**src/rtl/motoro3_pkg.sv**
```systemverilog
// Shared types and constants for the three-phase motor ramp sequencer.
package motoro3_pkg;

  localparam int FREQ_W   = 10;
  localparam int MAX_FREQ = 1000;

  typedef enum logic [2:0] {
    ST_IDLE  = 3'd0,
    ST_RAMP  = 3'd1,
    ST_RUN   = 3'd2,
    ST_DECEL = 3'd3,
    ST_BRAKE = 3'd4
  } state_t;

  function automatic logic [FREQ_W-1:0] clamp_freq(input logic [FREQ_W-1:0] f,
                                                   input logic [FREQ_W-1:0] lim);
    return (f > lim) ? lim : f;
  endfunction

endpackage

```
**src/rtl/motoro3_ramp_tick.sv**
```systemverilog
// Ramp prescaler: emits a one-cycle tick every RAMP_DIV cycles, restartable.
// Latency: first tick lands RAMP_DIV cycles after a restart cycle.
// Backpressure: none; free-running counter.
module motoro3_ramp_tick #(
  parameter int RAMP_DIV = 10000
) (
  input  logic clk,
  input  logic nRst,
  input  logic restart,
  output logic tick
);

  localparam int CNT_W = (RAMP_DIV > 1) ? $clog2(RAMP_DIV) : 1;
  localparam logic [CNT_W-1:0] LAST = CNT_W'(RAMP_DIV - 1);

  logic [CNT_W-1:0] cnt;

  always_ff @(posedge clk) begin
    if (!nRst) begin
      cnt <= '0;
    end else if (restart || cnt == LAST) begin
      cnt <= '0;
    end else begin
      cnt <= cnt + 1'b1;
    end
  end

  assign tick = (cnt == LAST);

endmodule

```
**src/rtl/motoro3_ramp_ctrl.sv**
```systemverilog
// Speed/direction sequencer: ramps frequency, reverses/stops via decel->brake.
// Latency: outputs registered, one cycle after the accepting/transition edge.
// Backpressure: cmdReady low during BRAKE or while eStop is asserted.
module motoro3_ramp_ctrl #(
  parameter int RAMP_DIV  = 10000,
  parameter int RAMP_STEP = 1,
  parameter int MIN_FREQ  = 1,
  parameter int BRAKE_CYC = 500000,
  parameter int MAX_FREQ  = motoro3_pkg::MAX_FREQ
) (
  input  logic                          clk,
  input  logic                          nRst,
  input  logic                          cmdValid,
  output logic                          cmdReady,
  input  logic [motoro3_pkg::FREQ_W-1:0] cmdFreq,
  input  logic                          cmdDir,
  input  logic                          eStop,
  output logic                          m3start,
  output logic                          m3invOrStop,
  output logic [motoro3_pkg::FREQ_W-1:0] m3freq,
  output logic                          atSpeed,
  output logic                          busy,
  output logic [2:0]                    state
);

  import motoro3_pkg::*;

  localparam int BRK_W = (BRAKE_CYC > 1) ? $clog2(BRAKE_CYC) : 1;
  localparam logic [BRK_W-1:0]  BRK_LOAD = BRK_W'(BRAKE_CYC - 1);
  localparam logic [FREQ_W-1:0] MIN_F    = FREQ_W'(MIN_FREQ);
  localparam logic [FREQ_W-1:0] STEP_F   = FREQ_W'(RAMP_STEP);
  localparam logic [FREQ_W-1:0] MAX_F    = FREQ_W'(MAX_FREQ);
  localparam logic [FREQ_W:0]   MIN_X    = (FREQ_W+1)'(MIN_FREQ);
  localparam logic [FREQ_W:0]   STEP_X   = (FREQ_W+1)'(RAMP_STEP);

  state_t             st, st_nxt;
  logic [FREQ_W-1:0]  cur_freq, cur_freq_nxt;
  logic               cur_dir, cur_dir_nxt;
  logic [FREQ_W-1:0]  tgt_freq, tgt_freq_nxt;
  logic               tgt_dir, tgt_dir_nxt;
  logic [BRK_W-1:0]   brake_cnt, brake_cnt_nxt;

  logic               tick;
  logic               restart;
  logic               hs;
  logic [FREQ_W-1:0]  cmd_clamped;
  logic [FREQ_W-1:0]  goal;
  logic [FREQ_W:0]    cur_x, goal_x, up_x;
  logic [FREQ_W-1:0]  dn;
  logic [FREQ_W-1:0]  ramp_val, decel_val;
  logic               retarget_stop;
  logic               inv_nxt;
  logic [FREQ_W-1:0]  freq_nxt;

  motoro3_ramp_tick #(
    .RAMP_DIV(RAMP_DIV)
  ) u_tick (
    .clk    (clk),
    .nRst   (nRst),
    .restart(restart),
    .tick   (tick)
  );

  assign cmdReady    = !eStop && (st != ST_BRAKE);
  assign hs          = cmdValid && cmdReady;
  assign cmd_clamped = clamp_freq(cmdFreq, MAX_F);
  assign state       = st;

  // 11-bit comparisons keep curFreq +/- RAMP_STEP from wrapping near the rails.
  always_comb begin
    goal      = (tgt_freq < MIN_F) ? MIN_F : tgt_freq;
    cur_x     = {1'b0, cur_freq};
    goal_x    = {1'b0, goal};
    up_x      = cur_x + STEP_X;
    dn        = cur_freq - STEP_F;
    if (cur_x < goal_x) begin
      ramp_val = (up_x >= goal_x) ? goal : up_x[FREQ_W-1:0];
    end else if (cur_x > goal_x + STEP_X) begin
      ramp_val = dn;
    end else begin
      ramp_val = goal;
    end
    decel_val     = (cur_x > MIN_X + STEP_X) ? dn : MIN_F;
    retarget_stop = (tgt_freq == '0) || (tgt_dir != cur_dir);
  end

  always_comb begin
    st_nxt        = st;
    cur_freq_nxt  = cur_freq;
    cur_dir_nxt   = cur_dir;
    tgt_freq_nxt  = tgt_freq;
    tgt_dir_nxt   = tgt_dir;
    brake_cnt_nxt = brake_cnt;

    if (hs) begin
      tgt_freq_nxt = cmd_clamped;
      tgt_dir_nxt  = cmdDir;
    end

    case (st)
      ST_IDLE: begin
        if (hs && cmd_clamped != '0) begin
          st_nxt       = ST_RAMP;
          cur_freq_nxt = MIN_F;
          cur_dir_nxt  = cmdDir;
        end
      end
      ST_RAMP: begin
        if (tick) begin
          if (retarget_stop) begin
            st_nxt = ST_DECEL;
          end else begin
            cur_freq_nxt = ramp_val;
            if (ramp_val == goal) st_nxt = ST_RUN;
          end
        end
      end
      ST_RUN: begin
        if (retarget_stop) begin
          st_nxt = ST_DECEL;
        end else if (goal != cur_freq) begin
          st_nxt = ST_RAMP;
        end
      end
      ST_DECEL: begin
        if (tick) begin
          if (cur_freq == MIN_F) begin
            st_nxt        = ST_BRAKE;
            brake_cnt_nxt = BRK_LOAD;
          end else begin
            cur_freq_nxt = decel_val;
          end
        end
      end
      ST_BRAKE: begin
        if (brake_cnt == '0) begin
          if (tgt_freq == '0) begin
            st_nxt       = ST_IDLE;
            cur_freq_nxt = '0;
          end else begin
            st_nxt       = ST_RAMP;
            cur_dir_nxt  = tgt_dir;
            cur_freq_nxt = MIN_F;
          end
        end else begin
          brake_cnt_nxt = brake_cnt - 1'b1;
        end
      end
      default: st_nxt = ST_IDLE;
    endcase

    // Emergency stop overrides everything except an idle motor.
    if (eStop && st != ST_IDLE) begin
      st_nxt        = ST_BRAKE;
      brake_cnt_nxt = BRK_LOAD;
      tgt_freq_nxt  = '0;
    end

    restart = (st_nxt != st) && (st_nxt == ST_RAMP || st_nxt == ST_DECEL);

    case (st_nxt)
      ST_IDLE: begin
        inv_nxt  = 1'b0;
        freq_nxt = '0;
      end
      ST_BRAKE: begin
        inv_nxt  = 1'b1;
        freq_nxt = '0;
      end
      default: begin
        inv_nxt  = cur_dir_nxt;
        freq_nxt = cur_freq_nxt;
      end
    endcase
  end

  always_ff @(posedge clk) begin
    if (!nRst) begin
      st          <= ST_IDLE;
      cur_freq    <= '0;
      cur_dir     <= 1'b0;
      tgt_freq    <= '0;
      tgt_dir     <= 1'b0;
      brake_cnt   <= '0;
      m3start     <= 1'b0;
      m3invOrStop <= 1'b0;
      m3freq      <= '0;
      atSpeed     <= 1'b0;
      busy        <= 1'b0;
    end else begin
      st          <= st_nxt;
      cur_freq    <= cur_freq_nxt;
      cur_dir     <= cur_dir_nxt;
      tgt_freq    <= tgt_freq_nxt;
      tgt_dir     <= tgt_dir_nxt;
      brake_cnt   <= brake_cnt_nxt;
      m3start     <= (st_nxt != ST_IDLE);
      m3invOrStop <= inv_nxt;
      m3freq      <= freq_nxt;
      atSpeed     <= (st_nxt == ST_RUN);
      busy        <= (st_nxt == ST_RAMP) || (st_nxt == ST_DECEL) || (st_nxt == ST_BRAKE);
    end
  end

endmodule
```
**config.mk**
```make
export PLATFORM = sky130hd
export DESIGN_NAME = motoro3_ramp_ctrl
export DESIGN_NICKNAME = d
export VERILOG_FILES = /design/src/rtl/motoro3_pkg.sv /design/src/rtl/motoro3_ramp_tick.sv /design/src/rtl/motoro3_ramp_ctrl.sv
export SDC_FILE = /design/constraint.sdc
export NUM_CORES = 1
export LEC_CHECK = 0
export ABC_AREA = 1
export CAP_MARGIN = 20
export CORE_MARGIN = 3
export CORE_UTILIZATION = 50
export DETAILED_ROUTE_END_ITERATION = 16
export GPL_TIMING_DRIVEN = 0
export PLACE_DENSITY = 0.74
export REMOVE_ABC_BUFFERS = 1
export SLEW_MARGIN = 5
export SYNTH_ARGS = -nofsm -noshare
export SYNTH_HDL_FRONTEND = slang
export SYNTH_HIERARCHICAL = 1
export SYNTH_SLANG_ARGS = --single-unit
```
**constraint.sdc**
```tcl
create_clock -name clk -period 6.3 [get_ports clk]
set_input_delay 1.575 -clock clk [delete_from_list [all_inputs] [get_ports clk]]
set_output_delay 1.575 -clock clk [all_outputs]
set_load 0.02 [all_outputs]
```
==> impl_metrics.py, run 1 <==
metrics = {
    "die": {
        "num_rows": 37,
        "start_util_pct": 52.52,
        "dieArea_um2": 12330,
        "die_h_um": 111.1,
        "io_pins": 33,
        "coreArea_um2": 10510,
        "die_w_um": 111.1,
    },
    "status": {
        "status": "finished, final reports clean",
    },
    "worst_setup_path": {
        "path_class": "reg2reg",
        "critical_path.max_stage_delay_ns": 0.40,
        "ff2ff_setup_slack_ns": 0.86,
        "r2r_end": "u_tick/cnt[10]$_SDFF_PP0_",
        "start_kind": "register",
        "r2r_cells": 35,
        "cp-end-kind": "register",
        "cp_data_required_time_ns": 6.59,
        "arrival_ns": 5.73,
        "crit_slowest_cell": "dfxtp_1",
        "r2r-start": "tgt_freq[8]$_SDFFE_PP0P_",
        "crit_top_cell": "nand2_1",
        "crit_fanout": 14,
    },
    "global_routing": {
        "grt_pass1_vias": 5170,
        "overflow": 0,
        "antenna_found_initial": 0,
        "grt_max_degree": 21,
        "track_usage_pct": 24.03,
        "grt_pass1_wl_mm": 24.63,
    },
    "hold_path": {
        "hold_path.class": "reg2reg",
        "min_path_cells": 1,
        "whs_endpoint": "u_tick/cnt[0]$_SDFF_PP0_",
        "min_from": "u_tick/cnt[0]$_SDFF_PP0_",
    },
    "clock_tree": {
        "cts_root_buf": "clkbuf_8",
        "clkSinkCount": 72,
        "ctsHoldBuffers": 0,
        "cts_buffers": 9,
        "cts_htree_levels": 3,
        "path_clk_slew_ns": 0.08,
        "worstSkewPairLatency_ns": 0.36,
        "clk_path_buf_depth": 2,
        "post_cts_buffers": 0,
        "cts-resized-gates": 0,
        "cts_tree": "yes",
    },
    "yosys": {
        "synth-seq-area-share_pct": 26.12,
        "ys_types": 44,
        "synthCells": 853,
        "ys_ff_latch": 72,
        "ys_warn_count": 6,
        "syn_area_per_cell_um2": 6.470,
        "synth_area_um2": 5519,
    },
    "finish": {
        "fin_nets": 926,
        "fillers": 1026,
        "antenna_cells": 0,
        "final_common_cell": "nand2_1",
        "drive_gt1_share_pct": 7.509,
        "final_cell_mix": "nand2_1 (186), nor2_1 (109), inv_1 (95)",
        "synthToLayoutAreaGrowth_pct": 9.930,
    },
    "pwr": {
        "ir_worst_vdd_uv": 294.8,
        "p_leak_nw": 2.756,
        "powerDensity_nw_per_um2": 360.1,
        "power_mw": 2.185,
    },
    "place": {
        "io_buffers": 32,
        "post-place-ws_ns": 0.9416,
        "dp_hpwl_mm": 11.27,
        "gp_congestion": 0.9338,
    },
    "route": {
        "antenna_left": 0,
        "route.vias.total": 5575,
        "routed_via_density": 5.493,
        "dr.pass1.iters": 6,
        "post-route-drc-count": 0,
        "wire_per_inst_um": 14.29,
        "drtIter0Drc": 386,
        "routed_wl_mm": 14.51,
    },
    "timing": {
        "slew_viol_final": 0,
        "fin_tns_setup_ns": 0,
        "fin_skew_ns": 0.01094,
        "rsz0062_at_grt": "no",
        "timing.fmax_mhz": 183.8,
        "hold_viol": 0,
        "finalCritPeriodShare_pct": 86.36,
        "fin_ws_ns": 0.8595,
        "fin_crit_ns": 5.440,
        "hold_ws_ns": 0.4708,
        "tightest_slew_ns": 0.6540,
        "slew_headroom_pct": 56.35,
        "setup_viol": 0,
    },
    "job": {
        "maxCapViolCount": 0,
    },
}
-- sequential cells by signal, summed over array words and instances (netlist names) --
| signal | count |
|---|---|
| m3start | 1 |
| cur_freq | 10 |
| cur_dir | 1 |
| busy | 1 |
| u_tick/cnt | 14 |
| m3invOrStop | 1 |
| atSpeed | 1 |
| tgt_freq | 10 |
| state | 3 |
| tgt_dir | 1 |
| m3freq | 10 |
| brake_cnt | 19 |
-- kinds of logic (layout without fill, tap and decap cells) --
logic type	after synthesis	after routing	share of synthesized area (%)
AO/OA/AOI/OAI	142	142	14.83
XOR/XNOR	26	26	4.126
adder cells (fa/ha/maj)	37	37	8.388
buffers and inverters	128	154	9.748
flip-flops	72	72	26.12
AND/OR/NAND/NOR	448	448	36.79
-- report_power, final --
group	switching (mW)	internal [mW]
Sequential	0.0859	0.524
Clock	0.174	0.193
Combinational	0.809	0.400
-- per-stage QoR --
stage | instance area, µm² | std cells | util [%]
after global routing | 6067 | 1015 | 57.73
final | 6067 | 1015 | 57.73
after CTS | 6067 | 1015 | 57.73
after detailed placement | 5869 | 999 | 55.85
after floorplan | 5379 | 831 | -
after global placement | 5869 | 999 | 55.85
-- worst max path at each step --
stage / from / to / slack [ns]
floorplan: tgt_freq[8]$_SDFFE_PP0P_ / u_tick/cnt[10]$_SDFF_PP0_ / 2.06
global placement: tgt_freq[9]$_SDFFE_PP0P_ / u_tick/cnt[12]$_SDFF_PP0_ / 0.96
detailed placement: tgt_freq[9]$_SDFFE_PP0P_ / u_tick/cnt[10]$_SDFF_PP0_ / 0.94
CTS: tgt_freq[9]$_SDFFE_PP0P_ / u_tick/cnt[10]$_SDFF_PP0_ / 0.89
global route: tgt_freq[9]$_SDFFE_PP0P_ / u_tick/cnt[10]$_SDFF_PP0_ / 0.27
finish: tgt_freq[8]$_SDFFE_PP0P_ / u_tick/cnt[10]$_SDFF_PP0_ / 0.86
-- critical path: cells and delay by family, from the launching register on --
family	cells	cell delay (ns)
AND/OR/NAND/NOR	27	3.35
adder cells (fa/ha/maj)	2	0.53
AO/OA/AOI/OAI	3	0.48
buffers and inverters	2	0.48
flip-flops	1	0.40
XOR/XNOR	1	0.16
-- layout make-up --
cell class | count | area (µm²) | share of cell area [%]
sequential | 72 | 1441 | 23.76
clock inverter | 5 | 56.30 | 0.9280
multi-input combinational | 653 | 3540 | 58.34
clock buffer | 11 | 141.4 | 2.330
timing repair buffer | 32 | 320.3 | 5.279
inverter | 106 | 397.9 | 6.558
tap | 136 | 170.2 | 2.805
-- layer usage --
metal	global-route usage (%)	vias to the layer above	share of wire (%)
met5	0	-	0
met1	31.81	2496	45
met2	39.36	192	46
li1	-	2859	-
met4	8.110	0	2.3
met3	4.531	28	6.8
-- synth_stat cells --
library cell / count / share of area, %
xor2_1: 21 / 3.3
nand2_4: 5 / 1.0
o21bai_2: 1 / 0.20
nor3_1: 15 / 1.4
nor2_2: 4 / 0.45
buf_2: 7 / 0.63
nand3_1: 81 / 7.3
o21a_1: 2 / 0.27
inv_1: 95 / 6.5
a211oi_2: 1 / 0.23
clkinv_1: 2 / 0.14
nand4_1: 12 / 1.4
nor2_1: 109 / 7.4
or2_0: 1 / 0.11
a21oi_2: 1 / 0.16
inv_2: 9 / 0.61
or4_1: 1 / 0.14
a21oi_1: 55 / 5.0
or2_2: 6 / 0.68
dfxtp_1: 72 / 26
a211oi_1: 2 / 0.27
nand2_1: 186 / 13
ha_1: 37 / 8.4
o221ai_1: 2 / 0.32
o21ai_0: 50 / 4.5
a21o_1: 2 / 0.27
a31oi_1: 7 / 0.79
clkbuf_1: 8 / 0.54
buf_4: 1 / 0.14
nor3b_1: 1 / 0.14
a2111oi_0: 2 / 0.32
o21ai_2: 3 / 0.48
and3_1: 1 / 0.11
nor2_4: 2 / 0.41
nand3_2: 9 / 1.6
o2111ai_1: 4 / 0.63
nor3_4: 1 / 0.29
nand3b_1: 1 / 0.14
nor3_2: 1 / 0.18
xnor2_1: 5 / 0.79
nand2_2: 8 / 0.91
o211ai_1: 10 / 1.4
buf_6: 6 / 1.2
nor4_1: 4 / 0.45
Power figures use the tool's default switching activity.
==> run 2: changes to the inputs <==
Settings changed: PLACE_DENSITY 0.74 to 0.69, RECOVER_POWER from default to 50.
==> run 2 against run 1 <==
Critical endpoint is now u_tick/cnt[11]$_SDFF_PP0_; die area unchanged; worst setup slack improved by 0.046 ns; first-iteration DRC count grew 2.3%.
==> impl_metrics.py, run 2 (same netlist as run 1, synthesis figures left out) <==
metrics = {
    "timing": {
        "fin_tns_setup_ns": 0,
        "setup_viol": 0,
        "fin_crit_ns": 5.395,
        "hold_viol": 0,
        "tightest_slew_ns": 1.057,
        "slew_viol_final": 0,
        "slew_headroom_pct": 28.81,
        "hold_ws_ns": 0.4665,
        "timing.fmax_mhz": 185.4,
        "rsz0062_at_grt": "no",
        "finalCritPeriodShare_pct": 85.63,
        "fin_skew_ns": 0.01107,
    },
    "global_routing": {
        "overflow": 0,
        "grt_max_degree": 21,
        "grt_pass1_wl_mm": 24.83,
        "track_usage_pct": 24.35,
        "grt_pass1_vias": 5261,
        "antenna_found_initial": 0,
    },
    "pwr": {
        "power_mw": 2.182,
        "p_leak_nw": 2.806,
        "ir_worst_vdd_uv": 219.6,
        "powerDensity_nw_per_um2": 360.6,
    },
    "place": {
        "io_buffers": 32,
        "dp.cells": 999,
        "gp_congestion": 0.8780,
        "place_area_um2": 5869,
        "dp_hpwl_mm": 11.74,
    },
    "die": {
        "io_pins": 33,
        "coreArea_um2": 10510,
        "die_h_um": 111.1,
        "dieArea_um2": 12330,
        "start_util_pct": 52.52,
        "die_w_um": 111.1,
        "num_rows": 37,
    },
    "route": {
        "wire_per_inst_um": 14.64,
        "post-route-drc-count": 0,
        "routed_via_density": 5.507,
        "route.vias.total": 5584,
        "antenna_left": 0,
        "routed_wl_mm": 14.84,
        "dr.pass1.iters": 6,
        "drtIter0Drc": 395,
    },
    "worst_setup_path": {
        "cp-end-kind": "register",
        "cp_data_required_time_ns": 6.59,
        "ff2ff_setup_slack_ns": 0.91,
        "crit_slowest_cell": "dfxtp_1",
        "path_class": "reg2reg",
        "r2r_cells": 35,
        "r2r_end": "u_tick/cnt[11]$_SDFF_PP0_",
        "start_kind": "register",
        "r2r-start": "tgt_freq[8]$_SDFFE_PP0P_",
        "arrival_ns": 5.68,
        "crit_top_cell": "nand2_1",
        "critical_path.max_stage_delay_ns": 0.39,
        "crit_fanout": 14,
    },
    "hold_path": {
        "hold_path.class": "reg2reg",
        "min_from": "u_tick/cnt[0]$_SDFF_PP0_",
        "whs_endpoint": "u_tick/cnt[0]$_SDFF_PP0_",
        "min_path_cells": 1,
    },
    "clock_tree": {
        "ctsHoldBuffers": 0,
        "post_cts_buffers": 0,
        "clkSinkCount": 72,
        "cts-resized-gates": 0,
        "cts_root_buf": "clkbuf_8",
        "cts_buffers": 9,
        "worstSkewPairLatency_ns": 0.35,
        "cts_htree_levels": 3,
        "clk_path_buf_depth": 2,
        "cts_tree": "yes",
        "path_clk_slew_ns": 0.08,
    },
    "finish": {
        "final_common_cell": "nand2_1",
        "fin_nets": 926,
        "reg.largest.list": "brake_cnt x19, u_tick/cnt x14",
        "final_area_um2": 6051,
        "largest_register": "brake_cnt",
        "largest_reg_flops": 19,
        "fillers": 1061,
        "drive_gt1_share_pct": 6.948,
        "synthToLayoutAreaGrowth_pct": 9.635,
        "stdcell_count": 1014,
        "final_cell_mix": "nand2_1 (186), nor2_1 (110), inv_1 (96)",
        "antenna_cells": 0,
    },
    "status": {
        "status": "finished, final reports clean",
    },
    "job": {
        "maxCapViolCount": 0,
    },
}
==> run 2: critical path, delay by kind of cell, from the launching register on <==
kind            cells  cell delay (ns)
simple gates       31             4.02
flops               1             0.39
buf+inv             1             0.26
fa+ha+maj           1             0.26
xor+xnor            1             0.18
compound gates      1             0.17
==> run 2: report_power, final <==
part	switching, mW	leakage, nW	internal (mW)	total, mW
sequential	0.0816	0.586	0.524	0.605
combinational	0.824	2.13	0.395	1.22
clock	0.166	0.0925	0.191	0.358
==> run 2: how the worst max path moves through the flow <==
stage	slack, ns	to	startpoint	cells after the start
final	0.91	u_tick/cnt[11]$_SDFF_PP0_	tgt_freq[8]$_SDFFE_PP0P_	35
after global routing	0.20	u_tick/cnt[12]$_SDFF_PP0_	tgt_freq[8]$_SDFFE_PP0P_	35
after CTS	0.86	u_tick/cnt[11]$_SDFF_PP0_	tgt_freq[8]$_SDFFE_PP0P_	35
after detailed placement	0.90	u_tick/cnt[11]$_SDFF_PP0_	tgt_freq[8]$_SDFFE_PP0P_	35
after global placement	0.91	u_tick/cnt[3]$_SDFF_PP0_	tgt_freq[8]$_SDFFE_PP0P_	35
after floorplan	2.06	u_tick/cnt[10]$_SDFF_PP0_	tgt_freq[8]$_SDFFE_PP0P_	35
==> run 2: layout make-up <==
type,instances,area (µm²),share of cell area (%)
multi-input combinational,653,3533,58.40
clock inverter,3,42.54,0.7031
sequential,72,1441,23.82
inverter,106,397.9,6.576
tap,136,170.2,2.812
clock buffer,12,145.1,2.399
timing repair buffer,32,320.3,5.294
==> run 2: through the flow <==
| step | setup WS, ns | util, % |
|---|---|---|
| after CTS | 0.8609 | 57.64 |
| final | 0.9051 | 57.58 |
| after floorplan | 2.061 | - |
| after global routing | 0.2041 | 57.58 |
| after detailed placement | 0.8985 | 55.85 |
| after global placement | 0.9076 | 55.85 |
==> run 2: metal layers <==
layer	share of wire, %	wire length (µm)	track usage (%)
met5	0	0	0
met1	47	6941	32.23
met3	4.9	728	4.312
met2	46	6878	40.70
met4	2.0	291	7.056
